<file path="src/rtl/kron_stream_seq_if.sv">
// Output stream bundle of the sequential Kronecker engine: one product
// element per valid/ready handshake with its row/col coordinates.
// Ports: out_valid/out_data/out_row/out_col/out_last driven by the producer
// (master), out_ready driven by the consumer (slave).
// rw/cw must equal the producer's max(1,$clog2(m*p)) / max(1,$clog2(n*q)).
interface kron_stream_seq_if #(
  parameter int word_size = 32,
  parameter int rw        = 2,
  parameter int cw        = 2
);
  logic                 out_valid;
  logic                 out_ready;
  logic [word_size-1:0] out_data;
  logic [rw-1:0]        out_row;
  logic [cw-1:0]        out_col;
  logic                 out_last;

  modport master (
    output out_valid, out_data, out_row, out_col, out_last,
    input  out_ready
  );

  modport slave (
    input  out_valid, out_data, out_row, out_col, out_last,
    output out_ready
  );
endinterface

</file>
<file path="src/rtl/kron_stream_seq.sv">
// Sequential Kronecker product A (m x n) (x) B (p x q) through one shared multiplier.
// Latency: element (0,0) valid the cycle after start; one element per cycle after.
// Backpressure: all stream outputs hold while out_valid && !out_ready.
// Ports: clk, rst_n (async active-low), start, A/B (MSB-first row-major packed),
// busy, done (1-cycle pulse after last handshake), out_if (stream, master side).
module kron_stream_seq #(
  parameter int word_size     = 32,
  parameter int Amatrixrownum = 2,
  parameter int Amatrixcolnum = 2,
  parameter int Bmatrixrownum = 2,
  parameter int Bmatrixcolnum = 2
) (
  input  logic                                                clk,
  input  logic                                                rst_n,
  input  logic                                                start,
  input  logic [Amatrixrownum*Amatrixcolnum*word_size-1:0]    A,
  input  logic [Bmatrixrownum*Bmatrixcolnum*word_size-1:0]    B,
  output logic                                                busy,
  output logic                                                done,
  kron_stream_seq_if.master                                   out_if
);
  localparam int m    = Amatrixrownum;
  localparam int n    = Amatrixcolnum;
  localparam int p    = Bmatrixrownum;
  localparam int q    = Bmatrixcolnum;
  localparam int rows = m * p;
  localparam int cols = n * q;
  localparam int rw   = (rows > 1) ? $clog2(rows) : 1;
  localparam int cw   = (cols > 1) ? $clog2(cols) : 1;
  localparam int xw   = (m > 1) ? $clog2(m) : 1;
  localparam int yw   = (n > 1) ? $clog2(n) : 1;
  localparam int zw   = (p > 1) ? $clog2(p) : 1;
  localparam int ww   = (q > 1) ? $clog2(q) : 1;

  localparam logic [rw-1:0] row_max = rw'(rows - 1);
  localparam logic [cw-1:0] col_max = cw'(cols - 1);
  localparam logic [yw-1:0] y_max   = yw'(n - 1);
  localparam logic [zw-1:0] z_max   = zw'(p - 1);
  localparam logic [ww-1:0] w_max   = ww'(q - 1);

  typedef enum logic {IDLE, RUN} state_t;
  state_t state_q, state_d;

  logic [m*n*word_size-1:0] a_q;
  logic [p*q*word_size-1:0] b_q;
  logic [word_size-1:0]     a_el [m][n];
  logic [word_size-1:0]     b_el [p][q];

  // Product row = x*p+z, column = y*q+w; the four sub-indices are kept as
  // counters beside row/col so no divider is needed to find the operands.
  logic [xw-1:0] x_q, x_d;
  logic [yw-1:0] y_q, y_d;
  logic [zw-1:0] z_q, z_d;
  logic [ww-1:0] w_q, w_d;
  logic [rw-1:0] row_q, row_d;
  logic [cw-1:0] col_q, col_d;

  logic [word_size-1:0] data_q, mul_a, mul_b, prod;
  logic                 valid_q, busy_q, done_q;
  logic                 hs, is_last, w_wrap, y_wrap, z_wrap, col_wrap;
  logic                 load_first, advance, finish;

  for (genvar r = 0; r < m; r++) begin : g_a_row
    for (genvar c = 0; c < n; c++) begin : g_a_col
      assign a_el[r][c] = a_q[(m*n-(r*n+c))*word_size-1 -: word_size];
    end
  end
  for (genvar r = 0; r < p; r++) begin : g_b_row
    for (genvar c = 0; c < q; c++) begin : g_b_col
      assign b_el[r][c] = b_q[(p*q-(r*q+c))*word_size-1 -: word_size];
    end
  end

  assign hs       = valid_q && out_if.out_ready;
  assign is_last  = (row_q == row_max) && (col_q == col_max);
  assign w_wrap   = (w_q == w_max);
  assign y_wrap   = (y_q == y_max);
  assign z_wrap   = (z_q == z_max);
  assign col_wrap = (col_q == col_max);

  // Coordinates of the element that follows the one currently presented.
  always_comb begin
    w_d   = w_wrap ? '0 : w_q + 1'b1;
    y_d   = w_wrap ? (y_wrap ? '0 : y_q + 1'b1) : y_q;
    col_d = col_wrap ? '0 : col_q + 1'b1;
    z_d   = col_wrap ? (z_wrap ? '0 : z_q + 1'b1) : z_q;
    x_d   = (col_wrap && z_wrap) ? x_q + 1'b1 : x_q;
    row_d = col_wrap ? row_q + 1'b1 : row_q;
  end

  // Shared multiplier: in IDLE it sees element (0,0) straight from the inputs
  // so the first product lands on the same edge the operands are captured.
  always_comb begin
    mul_a = a_el[x_d][y_d];
    mul_b = b_el[z_d][w_d];
    if (state_q == IDLE) begin
      mul_a = A[m*n*word_size-1 -: word_size];
      mul_b = B[p*q*word_size-1 -: word_size];
    end
    prod = mul_a * mul_b;
  end

  always_ff @(posedge clk or negedge rst_n) begin
    if (!rst_n) state_q <= IDLE;
    else        state_q <= state_d;
  end

  always_comb begin
    state_d    = state_q;
    load_first = 1'b0;
    advance    = 1'b0;
    finish     = 1'b0;
    case (state_q)
      IDLE: begin
        if (start) begin
          load_first = 1'b1;
          state_d    = RUN;
        end
      end
      RUN: begin
        if (hs) begin
          if (is_last) begin
            finish  = 1'b1;
            state_d = IDLE;
          end else begin
            advance = 1'b1;
          end
        end
      end
      default: state_d = IDLE;
    endcase
  end

  always_ff @(posedge clk or negedge rst_n) begin
    if (!rst_n) begin
      a_q     <= '0;
      b_q     <= '0;
      x_q     <= '0;
      y_q     <= '0;
      z_q     <= '0;
      w_q     <= '0;
      row_q   <= '0;
      col_q   <= '0;
      data_q  <= '0;
      valid_q <= 1'b0;
      busy_q  <= 1'b0;
      done_q  <= 1'b0;
    end else begin
      done_q <= 1'b0;
      if (load_first) begin
        a_q     <= A;
        b_q     <= B;
        x_q     <= '0;
        y_q     <= '0;
        z_q     <= '0;
        w_q     <= '0;
        row_q   <= '0;
        col_q   <= '0;
        data_q  <= prod;
        valid_q <= 1'b1;
        busy_q  <= 1'b1;
      end else if (advance) begin
        x_q    <= x_d;
        y_q    <= y_d;
        z_q    <= z_d;
        w_q    <= w_d;
        row_q  <= row_d;
        col_q  <= col_d;
        data_q <= prod;
      end else if (finish) begin
        valid_q <= 1'b0;
        busy_q  <= 1'b0;
        done_q  <= 1'b1;
      end
    end
  end

  assign busy             = busy_q;
  assign done             = done_q;
  assign out_if.out_valid = valid_q;
  assign out_if.out_data  = data_q;
  assign out_if.out_row   = row_q;
  assign out_if.out_col   = col_q;
  // Gated with valid so a 1x1 product does not report last out of reset.
  assign out_if.out_last  = valid_q && is_last;
endmodule

</file>
<file path="src/flat_wrapper.sv">
// flat-port wrapper written by rule: the top's interface ports become plain ports
module kron_stream_seq_flat 
#(
  parameter int word_size     = 32,
  parameter int Amatrixrownum = 2,
  parameter int Amatrixcolnum = 2,
  parameter int Bmatrixrownum = 2,
  parameter int Bmatrixcolnum = 2
)
  (clk, rst_n, start, A, B, busy, done, out_if_out_valid, out_if_out_data, out_if_out_row, out_if_out_col, out_if_out_last, out_if_out_ready);
  kron_stream_seq_if #(.word_size(word_size), .rw(2), .cw(2)) out_if_i ();
  input  logic clk;
  input  logic rst_n;
  input  logic start;
  input  logic [Amatrixrownum*Amatrixcolnum*word_size-1:0] A;
  input  logic [Bmatrixrownum*Bmatrixcolnum*word_size-1:0] B;
  output logic busy;
  output logic done;
  output wire logic [$bits(out_if_i.out_valid)-1:0] out_if_out_valid;
  output wire logic [$bits(out_if_i.out_data)-1:0] out_if_out_data;
  output wire logic [$bits(out_if_i.out_row)-1:0] out_if_out_row;
  output wire logic [$bits(out_if_i.out_col)-1:0] out_if_out_col;
  output wire logic [$bits(out_if_i.out_last)-1:0] out_if_out_last;
  input wire logic [$bits(out_if_i.out_ready)-1:0] out_if_out_ready;
  assign out_if_out_valid = out_if_i.out_valid;
  assign out_if_out_data = out_if_i.out_data;
  assign out_if_out_row = out_if_i.out_row;
  assign out_if_out_col = out_if_i.out_col;
  assign out_if_out_last = out_if_i.out_last;
  assign out_if_i.out_ready = out_if_out_ready;
  kron_stream_seq #(.word_size(word_size), .Amatrixrownum(Amatrixrownum), .Amatrixcolnum(Amatrixcolnum), .Bmatrixrownum(Bmatrixrownum), .Bmatrixcolnum(Bmatrixcolnum)) u_core (.clk(clk), .rst_n(rst_n), .start(start), .A(A), .B(B), .busy(busy), .done(done), .out_if(out_if_i));
endmodule
</file>
<file path="config.mk">
export PLATFORM = sky130hd
export DESIGN_NAME = kron_stream_seq_flat
export DESIGN_NICKNAME = d
export VERILOG_FILES = /design/src/rtl/kron_stream_seq_if.sv /design/src/rtl/kron_stream_seq.sv /design/src/flat_wrapper.sv
export SDC_FILE = /design/constraint.sdc
export NUM_CORES = 2
export LEC_CHECK = 0
export ABC_AREA = 0
export ABC_CLOCK_PERIOD_IN_PS = 19500
export BUFFER_PORTS_ARGS = -buffer_cell sky130_fd_sc_hd__buf_2
export CAP_MARGIN = 10
export CORE_MARGIN = 5
export CORE_UTILIZATION = 50
export CTS_CLUSTER_SIZE = 25
export DETAILED_ROUTE_END_ITERATION = 8
export HOLD_SLACK_MARGIN = 0.15
export PLACE_DENSITY = 0.72
export SYNTH_ARGS = -nofsm -noshare
export SYNTH_HDL_FRONTEND = slang
export SYNTH_SLANG_ARGS = --single-unit
</file>
<file path="constraint.sdc">
create_clock -name clk -period 19.5 [get_ports clk]
set_clock_uncertainty 0.15 [all_clocks]
set_input_delay 3.9 -clock clk [delete_from_list [all_inputs] [get_ports clk]]
set_output_delay 3.9 -clock clk [all_outputs]
set_load 0.01 [all_outputs]
</file>
Word-level counts from Yosys, hierarchy flattened
Cells that the tools add are included.
{ "op_classes": {"add_sub_neg": 6, "multipliers": 1, "div": 0, "magnitude_cmp": 4, "n_eq_ne": 3, "n_shift": 0, "mux": 52, "bitwise": 5, "n_reduce_logical": 9} }
{ "op_table": {"columns": ["op", "count"], "rows": [
  ["2-to-1 mux 64 bit", 6],
  ["2-to-1 mux 32 bit", 10],
  ["multiplier 32 x 32 -> 32 bit", 1],
  ["2-to-1 mux 1 bit", 29],
  ["2-to-1 mux 2 bit", 6],
  ["greater-or-equal comparator 2 bit (second input constant)", 4],
  ["inverter 1 -> 2 bit", 4],
  ["nonzero test 2 bit", 3],
  ["adder 1 bit (second input constant)", 4],
  ["adder 2 x 1 -> 2 bit (second input constant)", 2],
  ["== test 2 bit (second input constant)", 2],
  ["logical AND 1 bit", 4],
  ["AND reduction 2 bit", 2],
  ["inequality test 2 x 1 -> 1 bit (second input constant)", 1],
  ["case mux 1 bit (2 select lines)", 1],
  ["inverter 1 bit", 1]
]} }
{ "totals": {"ff_bits": 299, "latch_bits": 0, "ram_bits": 0, "rom_bits": 0, "in_bits": 260, "out_inout_bits": 40, "wordCells": 92, "memories": 0} }

Depth between registers and ports, before layout
{ "depth": {"word_depth": 14, "mapped_depth": 36, "depth_no_buf": 34} }

Worst setup path before layout
No wires, ideal clock.
{ "synth_path": {"path_type": "input port to flip-flop", "startpoint": "in B[100]", "endpoint": "reg u_core.data_q[31] (netlist: u_core.out_if.out_data[31])", "setup_time_ps": 130, "arrival_time_ps": 10817, "t_required_ps": 19220, "setup_slack_ps": 8403, "path_stages": 26, "n_path_buf": 1, "cell_sequence": "mux2i_1 -> clkbuf_1 -> nor2_1 -> fa_1 -> inv_1 -> fa_1 -> fa_1 -> fa_1 -> inv_1 -> ha_1 -> ha_1 -> fa_1 -> fa_1 -> ha_1 -> a21o_1 -> a21oi_1 -> o21ai_0 -> a21o_1 -> a21o_1 -> a31oi_1 -> o21ai_0 -> a221o_1 -> o41ai_1 -> o21ai_0 -> xnor2_1 -> o21ai_1"} }
{ "synth_via": {"elab_chain_len": 4} }
{ "synth_rtl": {"columns": ["item", "line_no", "text"], "rows": [
  ["start, declared", "flat_wrapper.sv:16", "input logic [Bmatrixrownum*Bmatrixcolnum*word_size-1:0] B;"],
  ["2-to-1 mux 32 bit *", "kron_stream_seq.sv:96", "if (state_q == IDLE) begin"],
  ["multiplier 32 x 32 -> 32 bit *", "kron_stream_seq.sv:100", "prod = mul_a * mul_b;"],
  ["2-to-1 mux 32 bit", "kron_stream_seq.sv:162", "end else if (advance) begin"],
  ["2-to-1 mux 32 bit *", "kron_stream_seq.sv:150", "if (load_first) begin"],
  ["end signal, assigned", "kron_stream_seq.sv:159", "data_q <= prod;"],
  ["end signal, assigned", "kron_stream_seq.sv:169", "data_q <= prod;"],
  ["end, declared", "kron_stream_seq.sv:58", "logic [word_size-1:0] data_q, mul_a, mul_b, prod;"]
]} }
Every way passes the cells marked *; elsewhere a longest branch is shown, timed or not. The select of a mux whose other input is x is not followed.
A chain may end at the register's enable or synchronous reset.

Worst setup path in the final report
{ "layout_path": {"startpoint": "in B[98]", "endpoint": "reg u_core.data_q[31] (netlist: u_core.out_if.out_data[31])"} }
Same word-level chain as after synthesis.

==> out/summary.txt <==
Critical Path Max Stage Delay -> 0.75 ns
Vias in the first global route -> 24300
Ys Warns -> 0
Post-synth EDFFs -> 0
Top post-synthesis cells by area -> fa_1, dfrtp_1, nand2_1, ha_1, inv_1
Crit path DAT -> 11.81 ns
Die ar. -> 62700 sq um
RSZ-0062 raised after global routing -> false
Adder-cell area share of the yosys netlist -> 33.7%
Final non-filler cell total -> 4211
Clock Latency Late Sink -> 0.57 ns
Final period util -> 59.2%
Total number of vias -> 22600
Largest net degree at the start of global routing -> 114
Final Wtd Congestion -> 0.939
Mux share of post-synthesis cell area -> 8.23%
Most used DFF post-synth -> dfrtp_1
CTS Root Cell -> clkbuf_16
Total core area -> 57500 sq um
Post-Place Cell Area -> 31300 sq um
CP Launch Type -> primary input
CP Data Required Time -> 19.77 ns
Synth cell types -> 53
GRT overflow -> 0
Highest-delay cell along the critical path -> mux2i_4
Status -> complete, no violations
First-pass GRT wire length -> 134000 microns
Hold WC Path Type -> flip-flop to flip-flop
Final Critical Period -> 11.54 ns
Post-DP HPWL -> 63100 microns
Mapped Cells -> 3176
Num rows -> 88
Count of final setup violators -> 0
Drt via density -> 5.37
Area share of the largest cell type after synthesis -> 28.2%
CTS Buf Count -> 34
Max-cap violations -> 0
Cells after DPL -> 4145
Most used standard cell by instance count after synthesis -> nand2_1
Slew Limit Headroom -> 18.2%
Simple logic cell fraction of the synthesized area -> 19.7%
Synth Area in XOR/XNOR -> 2.76%
Reg clk slew, reported paths -> 0.06 ns
Worst-Margin Slew -> 1.20 ns
Final net count -> 4210
Drt drc -> 0
Port Buffers -> 299
FF+latch count, synth -> 299
Layout cells sized above 1 -> 16.6%
Post-CTS setup buffers -> 0
Largest family of logic cells by synthesized area -> adder cells
Cells resized by post-CTS repair -> 0
Fin. Hold Viols -> 0
Top cells by count, synth -> nand2_1, inv_1, fa_1, nor2_1, dfrtp_1
Cts hold-fix bufs -> 0
Final TNS setup -> 0 ns
Slew Viols, Final -> 0
Max Root-Sink Buffers -> 3
WS Path Type -> primary input to flip-flop
1st-pass router iterations -> 5
Post-Syn Area per Cell -> 9.11 sq um
Die Y -> 250 microns
Most frequent cell on the critical path -> fa_1
Fin area -> 32400 sq um
Starting Density -> 50.3%
Achievable Freq -> 0.0867 GHz
Htree depth -> 2
DR iter-0 viols -> 1902
Initial antenna violation count -> 12
WL/cell -> 20.0 microns
Final antenna-violating net count -> 0
Crit end category -> flip-flop
IO Count -> 300
Async set-reset flop share out of synthesis -> 100%
Peak fanout along the critical path -> 21
Post-synth top area cell -> fa_1
Syn Std Cell Area -> 28900 sq um
Post-Route WL -> 84100 microns
Die X -> 250 microns
Synth Area in Compound Gates -> 2.15%
Total GRT Usage -> 27.1%
Area delta synth->final -> 12.1%
Post-synth net total -> 3970
CTS tree -> done
Sequential area share after synthesis -> 25.9%
TritonCTS sink count -> 299
[cell type report]
type / instances / area [sq um]
Fill cell: 5128 / 25100
Multi-Input combinational cell: 2313 / 19400
Sequential cell: 299 / 7490
Timing Repair Buffer: 350 / 1890
Inverter: 418 / 1570
Tap cell: 765 / 957
Clock buffer: 45 / 932
Clock inverter: 14 / 189
Antenna cell: 7 / 17.5
[state kept, by name (all words and copies together), names as in the netlist, 2 cells and up]
| name | count |
|---|---|
| u_core.out_if.out_data | 32 |
| u_core.out_if.out_col | 2 |
| u_core.out_if.out_row | 2 |
| u_core.a_el | 128 |
| u_core.b_el | 128 |
[metal layers]
layer | vias up | wire length [microns] | share of wire [%] | GRT usage, %
li1 | 10100 | - | - | -
met1 | 11200 | 33600 | 40 | 36.0
met2 | 1021 | 38700 | 46 | 43.4
met3 | 274 | 7970 | 9.5 | 7.07
met4 | 12 | 3780 | 4.5 | 10.2
met5 | - | 76 | 0.090 | 0
[kinds of logic after synthesis]
kind of cell / Yosys count
flip-flops: 299
multiplexers: 152
AND/OR/NAND/NOR: 1438
adder cells (fa/ha/maj): 534
XOR/XNOR: 88
AO/OA/AOI/OAI: 101
buffers and inverters: 564
[final timing paths]
check	end	slack, ns	cells after the start	startpoint
hold reg to reg	u_core.out_if.out_data[1]$_DFFE_PN0P_	0.31	2	u_core.out_if.out_data[1]$_DFFE_PN0P_
setup reg to reg	u_core.out_if.out_data[31]$_DFFE_PN0P_	9.43	31	u_core.out_if.out_col[0]$_DFFE_PN0P_
min in group asynchronous	u_core.out_if.out_data[5]$_DFFE_PN0P_	3.22	1	rst_n
max in group asynchronous	u_core.a_el[108]$_DFFE_PN0P_	12.92	4	rst_n
hold / removal	u_core.out_if.out_data[1]$_DFFE_PN0P_	0.31	2	u_core.out_if.out_data[1]$_DFFE_PN0P_
setup / recovery	u_core.out_if.out_data[31]$_DFFE_PN0P_	7.96	26	B[98]
[placed cells by master (no fill, tap or decap), types with 5 or more instances in the layout]
| master | Yosys | final |
|---|---|---|
| a21oi_1 | 35 | 35 |
| dfrtp_1 | 299 | 297 |
| or2_2 | 49 | 49 |
| nand2_1 | 972 | 972 |
| mux2_2 | 26 | 26 |
| o31ai_1 | 5 | 5 |
| o21ai_0 | 21 | 21 |
| and2_1 | 6 | 6 |
| a21o_1 | 16 | 16 |
| clkinv_2 | 0 | 8 |
| mux2i_1 | 53 | 36 |
| buf_4 | 5 | 51 |
| nand2b_1 | 29 | 28 |
| diode_2 | 0 | 7 |
| mux4_1 | 9 | 9 |
| xnor2_1 | 62 | 62 |
| o21bai_1 | 5 | 5 |
| clkbuf_1 | 118 | 7 |
| or3_1 | 7 | 7 |
| nor2b_1 | 9 | 8 |
| buf_2 | 12 | 298 |
| clkbuf_16 | 0 | 34 |
| nor2_1 | 339 | 338 |
| mux4_2 | 49 | 49 |
| nor3_1 | 11 | 10 |
| fa_1 | 408 | 408 |
| xor2_1 | 24 | 23 |
| inv_1 | 418 | 418 |
| ha_1 | 126 | 125 |
| mux2i_2 | 8 | 24 |
[critical path: cells and delay by family]
family / cells / cell delay (ns)
muxes: 1 / 0.75
adders and majority gates: 9 / 3.94
AOI/OAI and AO/OA: 11 / 2.61
buffers and inverters: 3 / 0.23
and+or+nand+nor: 1 / 0.18
xor gates and xnor gates: 1 / 0.20
[per-stage QoR]
stage	setup WS, ns	hold WS, ns	util, %
after floorplan	8.40	0.287	-
after global placement	7.62	0.297	54.4
after detailed placement	7.49	0.304	54.4
after CTS	8.04	0.317	56.4
after global routing	7.63	0.329	56.4
final	7.96	0.311	56.4
Power is left out: the tool's default activity adds up to more than one toggle a clock period on the data nets, which glitch-free logic cannot reach.
